[config.mk]
export PLATFORM = sky130hd
export DESIGN_NAME = match_req_arbiter
export DESIGN_NICKNAME = d
export VERILOG_FILES = /design/src/rtl/match_req_arbiter.sv
export SDC_FILE = /design/constraint.sdc
export NUM_CORES = 1
export LEC_CHECK = 0
export ABC_AREA = 1
export ABC_CLOCK_PERIOD_IN_PS = 2800
export BUFFER_PORTS_ARGS = -buffer_cell sky130_fd_sc_hd__clkbuf_2
export CORE_AREA = 2 2 149 151
export DETAILED_ROUTE_END_ITERATION = 12
export DIE_AREA = 0 0 151 153
export PLACE_DENSITY_LB_ADDON = 0.1
export SLEW_MARGIN = 25
export SYNTH_ARGS = -nofsm -noshare
export SYNTH_HDL_FRONTEND = slang
export SYNTH_SLANG_ARGS = --single-unit
export TNS_END_PERCENT = 100
[constraint.sdc]
create_clock -name clk -period 2.8 [get_ports clk]
set_input_delay 0.42 -clock clk [delete_from_list [all_inputs] [get_ports clk]]
set_output_delay 0.42 -clock clk [all_outputs]
set_load 0.005 [all_outputs]
[src/rtl/match_req_arbiter.sv]
// Round-robin arbiter sharing one match PE request port among job PEs, with
// per-PE credit limiting and id-based response routing.

module match_req_arbiter #(
  parameter int JOB_PE_NUM         = 4,
  parameter int ADDR_WIDTH         = 32,
  parameter int ROW_SIZE_LOG2      = 3,
  parameter int MAX_MATCH_LEN_LOG2 = 5,
  parameter int MAX_OUTSTANDING    = 4,
  localparam int ID_W  = $clog2(JOB_PE_NUM),
  localparam int CNT_W = $clog2(MAX_OUTSTANDING + 1),
  localparam int LEN_W = MAX_MATCH_LEN_LOG2 + 1
) (
  input  logic                              clk,
  input  logic                              rst,
  input  logic [JOB_PE_NUM-1:0]             i_req_valid,
  input  logic [JOB_PE_NUM*ADDR_WIDTH-1:0]  i_req_head_addr,
  input  logic [JOB_PE_NUM*ADDR_WIDTH-1:0]  i_req_history_addr,
  input  logic [JOB_PE_NUM*ROW_SIZE_LOG2-1:0] i_req_slot_id,
  output logic [JOB_PE_NUM-1:0]             o_req_ready,
  output logic                              o_match_req_valid,
  output logic [ADDR_WIDTH-1:0]             o_match_req_head_addr,
  output logic [ADDR_WIDTH-1:0]             o_match_req_history_addr,
  output logic [ID_W-1:0]                   o_match_req_job_pe_id,
  output logic [ROW_SIZE_LOG2-1:0]          o_match_req_slot_id,
  input  logic                              i_match_req_ready,
  input  logic                              i_match_resp_valid,
  input  logic [ID_W-1:0]                   i_match_resp_job_pe_id,
  input  logic [ROW_SIZE_LOG2-1:0]          i_match_resp_slot_id,
  input  logic [LEN_W-1:0]                  i_match_resp_len,
  output logic                              o_match_resp_ready,
  output logic [JOB_PE_NUM-1:0]             o_resp_valid,
  output logic [ROW_SIZE_LOG2-1:0]          o_resp_slot_id,
  output logic [LEN_W-1:0]                  o_resp_len,
  input  logic [JOB_PE_NUM-1:0]             i_resp_ready
);

  localparam logic [CNT_W-1:0] CNT_MAX = CNT_W'(MAX_OUTSTANDING);

  function automatic logic [JOB_PE_NUM-1:0] onehot(input logic [ID_W-1:0] id);
    onehot = {{(JOB_PE_NUM-1){1'b0}}, 1'b1} << id;
  endfunction

  logic                        req_vld_q, req_vld_d;
  logic [ADDR_WIDTH-1:0]       head_q, head_d;
  logic [ADDR_WIDTH-1:0]       hist_q, hist_d;
  logic [ID_W-1:0]             id_q, id_d;
  logic [ROW_SIZE_LOG2-1:0]    slot_q, slot_d;
  logic [ID_W-1:0]             ptr_q, ptr_d;
  logic [JOB_PE_NUM-1:0][CNT_W-1:0] cnt_q, cnt_d;

  logic [JOB_PE_NUM-1:0]       eligible_s;
  logic [JOB_PE_NUM-1:0]       resp_hs_s;
  logic [JOB_PE_NUM-1:0]       cnt_zero_s;
  logic                        load_en_s;
  logic                        grant_vld_s;
  logic [ID_W-1:0]             grant_id_s;
  logic [ID_W-1:0]             scan_idx_s;

  // Reset is folded in so no grant is advertised while the block is held in reset.
  assign load_en_s = (!req_vld_q || i_match_req_ready) && !rst;

  always_comb begin
    for (int k = 0; k < JOB_PE_NUM; k++) begin
      eligible_s[k] = i_req_valid[k] && (cnt_q[k] < CNT_MAX);
      cnt_zero_s[k] = (cnt_q[k] == {CNT_W{1'b0}});
    end
  end

  // Index wraps naturally because JOB_PE_NUM is a power of two.
  always_comb begin
    grant_vld_s = 1'b0;
    grant_id_s  = {ID_W{1'b0}};
    scan_idx_s  = {ID_W{1'b0}};
    for (int i = 0; i < JOB_PE_NUM; i++) begin
      scan_idx_s = ptr_q + ID_W'(i);
      if (load_en_s && !grant_vld_s && eligible_s[scan_idx_s]) begin
        grant_vld_s = 1'b1;
        grant_id_s  = scan_idx_s;
      end else begin
        grant_vld_s = grant_vld_s;
      end
    end
  end

  assign o_req_ready = grant_vld_s ? onehot(grant_id_s) : {JOB_PE_NUM{1'b0}};

  assign o_resp_valid       = i_match_resp_valid ? onehot(i_match_resp_job_pe_id) : {JOB_PE_NUM{1'b0}};
  assign o_match_resp_ready = i_resp_ready[i_match_resp_job_pe_id];
  assign o_resp_slot_id     = i_match_resp_slot_id;
  assign o_resp_len         = i_match_resp_len;
  assign resp_hs_s          = o_resp_valid & i_resp_ready;

  always_comb begin
    req_vld_d = req_vld_q;
    head_d    = head_q;
    hist_d    = hist_q;
    id_d      = id_q;
    slot_d    = slot_q;
    ptr_d     = ptr_q;
    if (grant_vld_s) begin
      req_vld_d = 1'b1;
      head_d    = i_req_head_addr[grant_id_s*ADDR_WIDTH +: ADDR_WIDTH];
      hist_d    = i_req_history_addr[grant_id_s*ADDR_WIDTH +: ADDR_WIDTH];
      id_d      = grant_id_s;
      slot_d    = i_req_slot_id[grant_id_s*ROW_SIZE_LOG2 +: ROW_SIZE_LOG2];
      ptr_d     = grant_id_s + ID_W'(1);
    end else if (load_en_s) begin
      req_vld_d = 1'b0;
    end else begin
      req_vld_d = req_vld_q;
    end
  end

  // Credits track grants, not output handshakes; a response on an empty counter is ignored.
  always_comb begin
    cnt_d = cnt_q;
    for (int k = 0; k < JOB_PE_NUM; k++) begin
      case ({grant_vld_s && (grant_id_s == ID_W'(k)), resp_hs_s[k] && !cnt_zero_s[k]})
        2'b10:   cnt_d[k] = cnt_q[k] + CNT_W'(1);
        2'b01:   cnt_d[k] = cnt_q[k] - CNT_W'(1);
        default: cnt_d[k] = cnt_q[k];
      endcase
    end
  end

  always_ff @(posedge clk or posedge rst) begin
    if (rst) begin
      req_vld_q <= 1'b0;
      head_q    <= {ADDR_WIDTH{1'b0}};
      hist_q    <= {ADDR_WIDTH{1'b0}};
      id_q      <= {ID_W{1'b0}};
      slot_q    <= {ROW_SIZE_LOG2{1'b0}};
      ptr_q     <= {ID_W{1'b0}};
      cnt_q     <= '0;
    end else begin
      req_vld_q <= req_vld_d;
      head_q    <= head_d;
      hist_q    <= hist_d;
      id_q      <= id_d;
      slot_q    <= slot_d;
      ptr_q     <= ptr_d;
      cnt_q     <= cnt_d;
    end
  end

  assign o_match_req_valid        = req_vld_q;
  assign o_match_req_head_addr    = head_q;
  assign o_match_req_history_addr = hist_q;
  assign o_match_req_job_pe_id    = id_q;
  assign o_match_req_slot_id      = slot_q;

  match_req_arbiter_chk #(.JOB_PE_NUM(JOB_PE_NUM)) u_chk (
    .clk      (clk),
    .rst      (rst),
    .resp_hs  (resp_hs_s),
    .cnt_zero (cnt_zero_s)
  );

endmodule

// Flags a response handshake to a job PE that has no outstanding request.
module match_req_arbiter_chk #(
  parameter int JOB_PE_NUM = 4
) (
  input logic                  clk,
  input logic                  rst,
  input logic [JOB_PE_NUM-1:0] resp_hs,
  input logic [JOB_PE_NUM-1:0] cnt_zero
);

  always @(posedge clk) begin
    if (!rst) begin
      assert ((resp_hs & cnt_zero) == {JOB_PE_NUM{1'b0}})
        else $error("response to job PE with zero outstanding credits: %b", resp_hs & cnt_zero);
    end
  end

endmodule

==> Yosys cells after proc, flatten, opt, wreduce, memory -nomap -nowiden <==
Cells that the tools add are included.
Widths: inputs -> output; s select.
{ "classes": {"add_sub_neg": 12, "n_mul": 1, "magnitude_cmp": 9, "n_eq_ne": 11, "shifts": 5, "muxes": 26, "bitwise_logic": 1, "n_reduce_logical": 40} }
{ "ops": {"columns": ["cell", "count"], "rows": [
  ["$shiftx 128x8->32", 2],
  ["$pmux 3 s2", 4],
  ["$logic_and 1x1->1", 20],
  ["$lt 2x3->1 const B", 5],
  ["$add 3x1->3 const B", 4],
  ["$eq 2x2->1 const B", 6],
  ["$logic_not 3->1", 4],
  ["$lt 3x3->1 const B", 4],
  ["$shiftx 12x5->3", 1],
  ["$sub 3x1->3 const B", 4],
  ["$mux 1", 11],
  ["$bmux 1 s2", 5],
  ["$eq 2x1->1 const B", 5],
  ["$reduce_bool 2->1", 5],
  ["$logic_not 1->1", 9],
  ["$mux 2", 4],
  ["$mux 4", 2],
  ["$shl 1x2->4 const A", 2],
  ["$add 2x1->2 const B", 2],
  ["$add 2x2->2 const B", 2],
  ["$and 4x4->4", 1],
  ["$mul 2x2->4 const B", 1],
  ["$logic_not 2->1", 1],
  ["$logic_or 1x1->1", 1]
]} }
{ "totals": {"regBits": 84, "out_inout_bits": 88, "word_cells": 115} }

==> Logic depth before layout (Yosys ltp) <==
Gate-level depths: netlist of run 1.
{ "depth": {"ltp_word": 22, "mapped_depth": 21, "depth_no_buf": 18} }

==> Worst setup path before layout of run 1 <==
Ideal clock, no wire load.
{ "synth_timing": {"path_kind": "register to register", "from": "reg ptr_q[0]", "to": "reg cnt_q[8] (netlist name)", "setup_time_ps": 131, "arrival_time_ps": 2712, "slack_ps": -43, "stages_incl_launch_ff": 21, "synth_period_minus_slack_ps": 2843, "path_cell_list": "dfrtp_1 -> buf_4 -> inv_4 -> nand3_1 -> nand3_1 -> nand2_2 -> nand2_2 -> nor2_1 -> o21ai_0 -> nand2_1 -> nand2_1 -> nand2_1 -> buf_6 -> buf_6 -> nand2_1 -> ha_1 -> inv_1 -> fa_1 -> a21oi_1 -> o21ai_0 -> xor2_1"} }
{ "synth_via": {"elab_chain_cells": 20, "elab_cells_between_ends": 35} }
{ "synth_rtl": {"columns": ["element", "line_no", "text"], "rows": [
  ["start, declared", "49", "logic [ID_W-1:0] ptr_q, ptr_d;"],
  ["start signal, assigned", "134", "ptr_q <= {ID_W{1'b0}};"],
  ["start signal, assigned", "142", "ptr_q <= ptr_d;"],
  ["$bmux 1 s2", "77", "if (load_en_s && !grant_vld_s && eligible_s[scan_idx_s]) begin"],
  ["$mux 1 (implied by the code)", "77", null],
  ["$logic_and 1x1->1", "77", null],
  ["$mux 1", "77", null],
  ["$logic_not 1->1", "77", null],
  ["$logic_and 1x1->1 (2 in a row)", "77", null],
  ["$mux 1", "77", null],
  ["$logic_not 1->1", "77", null],
  ["$logic_and 1x1->1 (2 in a row)", "77", null],
  ["$mux 1", "77", null],
  ["$logic_not 1->1", "77", null],
  ["$logic_and 1x1->1 (2 in a row)", "77", null],
  ["$mux 2", "77", null],
  ["$eq 2x2->1", "119", "case ({grant_vld_s && (grant_id_s == ID_W'(k)), resp_hs_s[k] && !cnt_zero_s[k]})"],
  ["$logic_and 1x1->1 (*)", "119", null],
  ["$eq 2x1->1 / $eq 2x2->1 (equally long branches)", "119", null],
  ["$pmux 3 s2 / $reduce_bool 2->1 (equally long branches)", null, null],
  ["end signal, assigned", "143", "cnt_q <= cnt_d;"],
  ["end, declared", "50", "logic [JOB_PE_NUM-1:0][CNT_W-1:0] cnt_q, cnt_d;"]
]} }
Mark *: on every way between the ends. The rest lies on a longest branch, timed or not. The select of a mux whose other input is x is not followed.
A chain may end at the register's enable or synchronous reset.

==> Final worst setup path of run 1 <==
{ "layout_timing": {"from": "reg cnt_q[8] (netlist name)", "to": "out o_req_ready[0]"} }
{ "layout_via": {"elab_chain_cells": 20, "elab_cells_between_ends": 30} }
{ "layout_rtl": {"columns": ["element", "line_no", "text"], "rows": [
  ["$lt 3x3->1 (*)", "65", "eligible_s[k] = i_req_valid[k] && (cnt_q[k] < CNT_MAX);"],
  ["$logic_and 1x1->1 (*)", "65", null],
  ["$bmux 1 s2", "77", null],
  ["$mux 1 (implied by the code)", "77", null],
  ["$logic_and 1x1->1", "77", null],
  ["$mux 1", "77", null],
  ["$logic_not 1->1", "77", null],
  ["$logic_and 1x1->1 (2 in a row)", "77", null],
  ["$mux 1", "77", null],
  ["$logic_not 1->1", "77", null],
  ["$logic_and 1x1->1 (2 in a row)", "77", null],
  ["$mux 1", "77", null],
  ["$logic_not 1->1", "77", null],
  ["$logic_and 1x1->1 (2 in a row)", "77", null],
  ["$mux 2", "77", null],
  ["$shl 1x2->4", "41", "onehot = {{(JOB_PE_NUM-1){1'b0}}, 1'b1} << id;"],
  ["$mux 4 (*)", "86", "assign o_req_ready = grant_vld_s ? onehot(grant_id_s) : {JOB_PE_NUM{1'b0}};"],
  ["end, declared", "20", "output logic [JOB_PE_NUM-1:0] o_req_ready,"]
]} }
Marks and branches as above.

==> flow_summary.ini, run 1 <==
[status]
status = finished, final reports clean

[placement]
dp.cells = 1707
io_buffers = 360
placed_area_mm2 = 0.00882
finalWeightedCongestion = 0.825
pre_cts_ws_ns = -0.0288
dpl.hpwl_um = 18000

[critical_path]
reg2reg_depth = 18
critPathTopFamily = simple AND/OR/NAND/NOR gates
endpoint_kind = primary output
crit_required_ns = 2.38
crit_arrival_ns = 2.29
r2r-start = cnt_q[8]
reg2reg_to = cnt_q[11]
max_stage_delay_ns = 0.37
crit_path_start_kind = flip-flop
crit_fanout = 5
cpMostUsedCell = nand3_2
worstPathCellList = inv_1, nand3_1, nand3_2, nand2_4, buf_12, nor2_4, nand2_1, o21ai_2, nand3_2, nand2_4, nand3_2, buf_4, inv_1, clkbuf_2
critPathKind = flip-flop to primary output
slowest_stage = dfrtp_1
cp.buffers_inverters = 5
r2r_setup_slack_ns = 0.09

[routing]
wl_per_cell_um = 14.8
num_vias = 8279
wl_met1_um = 10900
dr_wl_met2_um = 12400
first_pass_iters = 4
ant_nets = 0
drc = 0
vias_per_cell = 4.79
top_layer = met4
wl_met3_um = 1640
drt-initial-drc-count = 385
routed_wl_um = 25600

[sta]
holdWs_ns = 0.152
finalWorstSetupSlack_ns = 0.0877
drv_slew = 0
timing.final.crit_share = 0.969
worst_pin_slew_ns = 0.764
timing.fmax_mhz = 369
period_minus_slack_ns = 2.71
setup_violations = 0
relSlewSlack = 0.490
finClkSkew_ns = 0.00671
hold_viol_final = 0

[synthesis]
synth_cells = 1132
synth_top_area_cell = nand2_1
synth.area.top_cells = nand2_1 31%, dfrtp_1 31%, nand3_1 21%, buf_2 3.3%, inv_1 1.5%
netlist_area_mm2 = 0.00686
ys_seq_area_frac = 0.307
synth_nets = 1431
yosysWarningCount = 0
ys_ff_latch = 84
yosysUniqueCellTypes = 30
netlist.area_leader.share = 0.311
synth_area_per_cell_um2 = 6.06

[floorplanning]
ios = 379
die_x_um = 151
num_rows = 54
dieArea_mm2 = 0.0231
design.core.area_mm2 = 0.0215
dieHeight_um = 153
start_util = 0.319

[cells_and_area]
diodes = 0
fin_cells = 1728
fin_nets = 1742
drive_above_1_share = 0.319
area_growth_pct = 35.4
design_area_mm2 = 0.00929

[pwr]
p_per_area_mw_per_mm2 = 1330
vdd_ir_drop_max_v = 0.000690
p_leak_nw = 5.66
finalPower_w = 0.0124

[clock_network]
clockRootBuffer = clkbuf_16
worstSkewPairLatency_ns = 0.34
cts_buffer_depth = 2
clkSinkCount = 84
clk_pin_slew_ns = 0.06
ctsHoldBuffers = 0
cts_buffers = 9
tritoncts = yes
htreeDepth = 3

[global_routing]
grt_antenna_before_repair = 0
grt_overflow = 0
grt_pass1_vias = 7723
grt_start_max_net_pins = 135
grt_pass1_wl_um = 39100
gr-usage-all-layers = 0.212

[flow_run]
drv_cap = 0

[worst_hold_path]
hold_path.class = input pin to asynchronous set/reset pin
## metal layers
metal / vias to the layer above / global-route usage
met3: 44 / 0.0343
li1: 4242 / -
met4: 0 / 0.0783
met2: 274 / 0.370
met5: - / 0
met1: 3719 / 0.262
## timing repair
item                       in CTS  in global routing
setup buffers                   0                  5
resized for setup               1                 32
setup endpoints to repair       4                 80
pin swaps                       0                 11
## worst max-delay path by stage
stage | cells past startpoint | to | startpoint | slack, ns
finish | 14 | o_req_ready[0] | cnt_q[8] | 0.09
global route | 18 | cnt_q[8] | cnt_q[8] | -0.10
CTS | 17 | cnt_q[2] | ptr_q[1] | 0.0009
detailed placement | 17 | cnt_q[2] | ptr_q[0] | -0.03
global placement | 17 | cnt_q[2] | ptr_q[0] | -0.007
floorplan | 19 | cnt_q[8] | ptr_q[0] | 0.005
## placed cells by master, fill, tap and decap left out, drive strengths merged, types with 5 or more instances in the layout
cell and instances:
a21oi 5, buf 34, clkbuf 372, dfrtp 84, inv 34, nand2 575, nand3 293, nor2 7
o21ai 12
## metrics by stage
stage               setup TNS, ns  utilization
floorplan                       0            -
CTS                             0        0.426
finish                          0        0.432
global placement         -0.00693        0.411
global route               -0.475        0.432
detailed placement        -0.0288        0.411
## sequential cells by signal, summed over array words and instances, names as in the netlist
signal and count:
o_match_req_valid 1, o_match_req_slot_id 3, o_match_req_job_pe_id 2, ptr_q 2, o_match_req_history_addr 32, cnt_q 12, o_match_req_head_addr 32
## cells in the mapped netlist
library cell / count
nand2_4: 1
buf_6: 9
nor2_4: 1
nand3_2: 1
o21ai_0: 10
a21oi_1: 5
dfrtp_1: 84
nand2_1: 568
o21ai_2: 1
nand2_2: 6
nand4_4: 2
buf_2: 45
inv_1: 28
nor2_2: 1
clkbuf_1: 16
inv_2: 5
nand3_1: 292
buf_4: 13
fa_1: 4
buf_1: 11
xnor2_1: 4
a311oi_1: 4
inv_4: 1
nand4_1: 1
nor2_1: 5
ha_1: 4
xor2_1: 4
nor3_1: 4
o211ai_1: 1
o21ai_4: 1
## kinds of logic (layout without fill, tap and decap cells)
logic type                 count (synthesis)  in the layout  synth area share
xor gates and xnor gates                   8              8            0.0102
buffers and inverters                    128            444            0.0956
adders and majority gates                  8              8            0.0190
AOI/OAI and AO/OA                         22             22            0.0208
DFF                                       84             84             0.307
and+or+nand+nor                          882            882             0.548
## layout make-up
class	count	area, um2
tap	280	350
clock buffer	12	246
inverter	34	133
fill	2386	12200
sequential	84	2100
timing repair buffer	394	2140
clock inverter	4	72.6
multi-input combinational	920	4240
## power breakdown
part	switching, W	leakage, nW	total, W	internal, W
Combinational	0.00585	4.46	0.00894	0.00309
Sequential	0.000309	1.04	0.00215	0.00184
Clock	0.000499	0.153	0.00130	0.000806
Total	0.00666	5.66	0.0124	0.00574
(Power assumes the default switching activity.)
==> run 2: changes to the inputs <==
CELL_PAD_IN_SITES_DETAIL_PLACEMENT = 0   (was unset)
CELL_PAD_IN_SITES_GLOBAL_PLACEMENT = 1   (was unset)
CORE_AREA = 2 2 116 231   (was 2 2 149 151)
DIE_AREA = 0 0 118 233   (was 0 0 151 153)
==> run 2 against run 1 <==
Clock skew up 0.00067 ns. Sequential share of layout area down 0.52 points. Wire length up 21%. Worst hold slack worse by 0.012 ns. Highest routed layer unchanged.
==> flow_summary.ini, run 2 (synthesis results as in run 1) <==
[status]
status = finished, final reports clean

[floorplanning]
die_x_um = 118
dieHeight_um = 233
start_util = 0.267
design.core.area_mm2 = 0.0257
ios = 379
num_rows = 83
dieArea_mm2 = 0.0275

[global_routing]
met1_usage = 0.236
grt_pass1_vias = 8661
grt_overflow = 0
gr-usage-all-layers = 0.226
grt_antenna_before_repair = 0
busiest_layer = met2
grt_pass1_wl_um = 48100
grt_start_max_net_pins = 104
grtUsageMet2 = 0.433
use_met3 = 0.0400

[clock_network]
worstSkewPairLatency_ns = 0.37
tritoncts = yes
clkSinkCount = 84
clk_pin_slew_ns = 0.07
clockRootBuffer = clkbuf_16
cts_buffers = 9
cts_buffer_depth = 2
ctsHoldBuffers = 0
htreeDepth = 3

[cells_and_area]
final_cell_mix = 560 x nand2_1, 360 x clkbuf_2, 281 x nand3_1
drive_above_1_share = 0.325
post-route-util = 0.371
area_growth_pct = 38.7
final_common_cell = nand2_1
design_area_mm2 = 0.00951
fin_nets = 1760
nFillCells = 2901
diodes = 0

[critical_path]
slowest_stage = dfrtp_2
worstPathCellList = clkinv_4, nand2_1, nand2_2, nand3_2, nand2_4, nand4_4, nor2_4, inv_1, buf_4, nand3_4, nand3_1, buf_4, inv_1, clkbuf_2
crit_path_start_kind = flip-flop
max_stage_delay_ns = 0.49
critPathKind = flip-flop to primary output
crit_arrival_ns = 2.35
endpoint_kind = primary output
r2r_setup_slack_ns = 0.08
crit_fanout = 8
crit_required_ns = 2.38

[routing]
routed_wl_um = 31100
drc = 0
vias_per_cell = 4.69
first_pass_iters = 5
drt-initial-drc-count = 441
wl_per_cell_um = 17.2
num_vias = 8471
ant_nets = 0

[sta]
worst_pin_slew_ns = 0.649
finClkSkew_ns = 0.00739
timing.final.crit_share = 0.991
hold_viol_final = 0
timing.fmax_mhz = 360
setup_violations = 0
rsz0062_at_grt = true
relSlewSlack = 0.568
finalWorstSetupSlack_ns = 0.0251
tns_ns = 0
period_minus_slack_ns = 2.77
drv_slew = 0

[pwr]
p_leak_nw = 5.75
finalPower_w = 0.0129
p_per_area_mw_per_mm2 = 1350
vdd_ir_drop_max_v = 0.000845

[placement]
finalWeightedCongestion = 0.868
placed_area_mm2 = 0.00907
io_buffers = 360
dpl.hpwl_um = 22200
pre_cts_ws_ns = -0.0943

[worst_hold_path]
hold_path.class = input pin to asynchronous set/reset pin

[flow_run]
drv_cap = 0
run 2: cell types whose count changed in the layout (fill, tap and decap cells not counted), sizes merged:
cell    change
buf        +18
bufinv      -1
inv         -1
clkinv      +2
run 2: path summary, 6_finish.rpt:
path                                       endpoint           startpoint  cells after the start
max                                  o_req_ready[0]             ptr_q[0]                     14
min                                        cnt_q[1]                  rst                      2
max reg2reg                                cnt_q[2]             ptr_q[0]                     17
min reg2reg                                cnt_q[9]             cnt_q[9]                      1
max in group asynchronous  o_match_req_head_addr[0]                  rst                      3
min in group clk           o_match_req_head_addr[9]  i_req_head_addr[41]                      7
run 2: power breakdown:
group          switching, W  leakage, nW  internal [W]
Combinational       0.00616         4.55       0.00327
Sequential         0.000312         1.04       0.00184
Clock              0.000558        0.149      0.000739
Total               0.00702         5.75       0.00585
run 2: timing repair:
action / CTS / global route
pin swaps: 1 / 6
endpoints found under the setup margin: 7 / 65
buffers inserted: 1 / 2
resized for setup: 4 / 30
run 2: per-layer routing:
| layer | share of wire | wire length, um | vias up |
|---|---|---|---|
| met5 | 0 | 0 | - |
| met4 | 0.038 | 1170 | 0 |
| met3 | 0.044 | 1360 | 43 |
| met2 | 0.55 | 17100 | 262 |
| met1 | 0.37 | 11400 | 3872 |
| li1 | - | - | 4294 |
run 2: layout make-up:
type	instances	area, um2	share of cell area
inverter	34	135	0.0142
clock buffer	12	256	0.0270
clock inverter	4	47.5	0.00500
tap	340	425	0.0447
sequential	84	2100	0.221
timing repair buffer	412	2290	0.241
multi-input combinational	920	4250	0.447
run 2: metrics by stage:
stage               hold slack [ns]  std cells
floorplan                     0.446       1132
global route                  0.186       1806
CTS                           0.164       1804
finish                        0.141       1806
detailed placement            0.464       1787
global placement              0.459       1787
run 2: critical path, delay by kind of cell, from the launching register on:
| family | cells | cell delay [ns] |
|---|---|---|
| buf+inv | 6 | 0.64 |
| simple gates | 8 | 0.84 |
| flops | 1 | 0.49 |
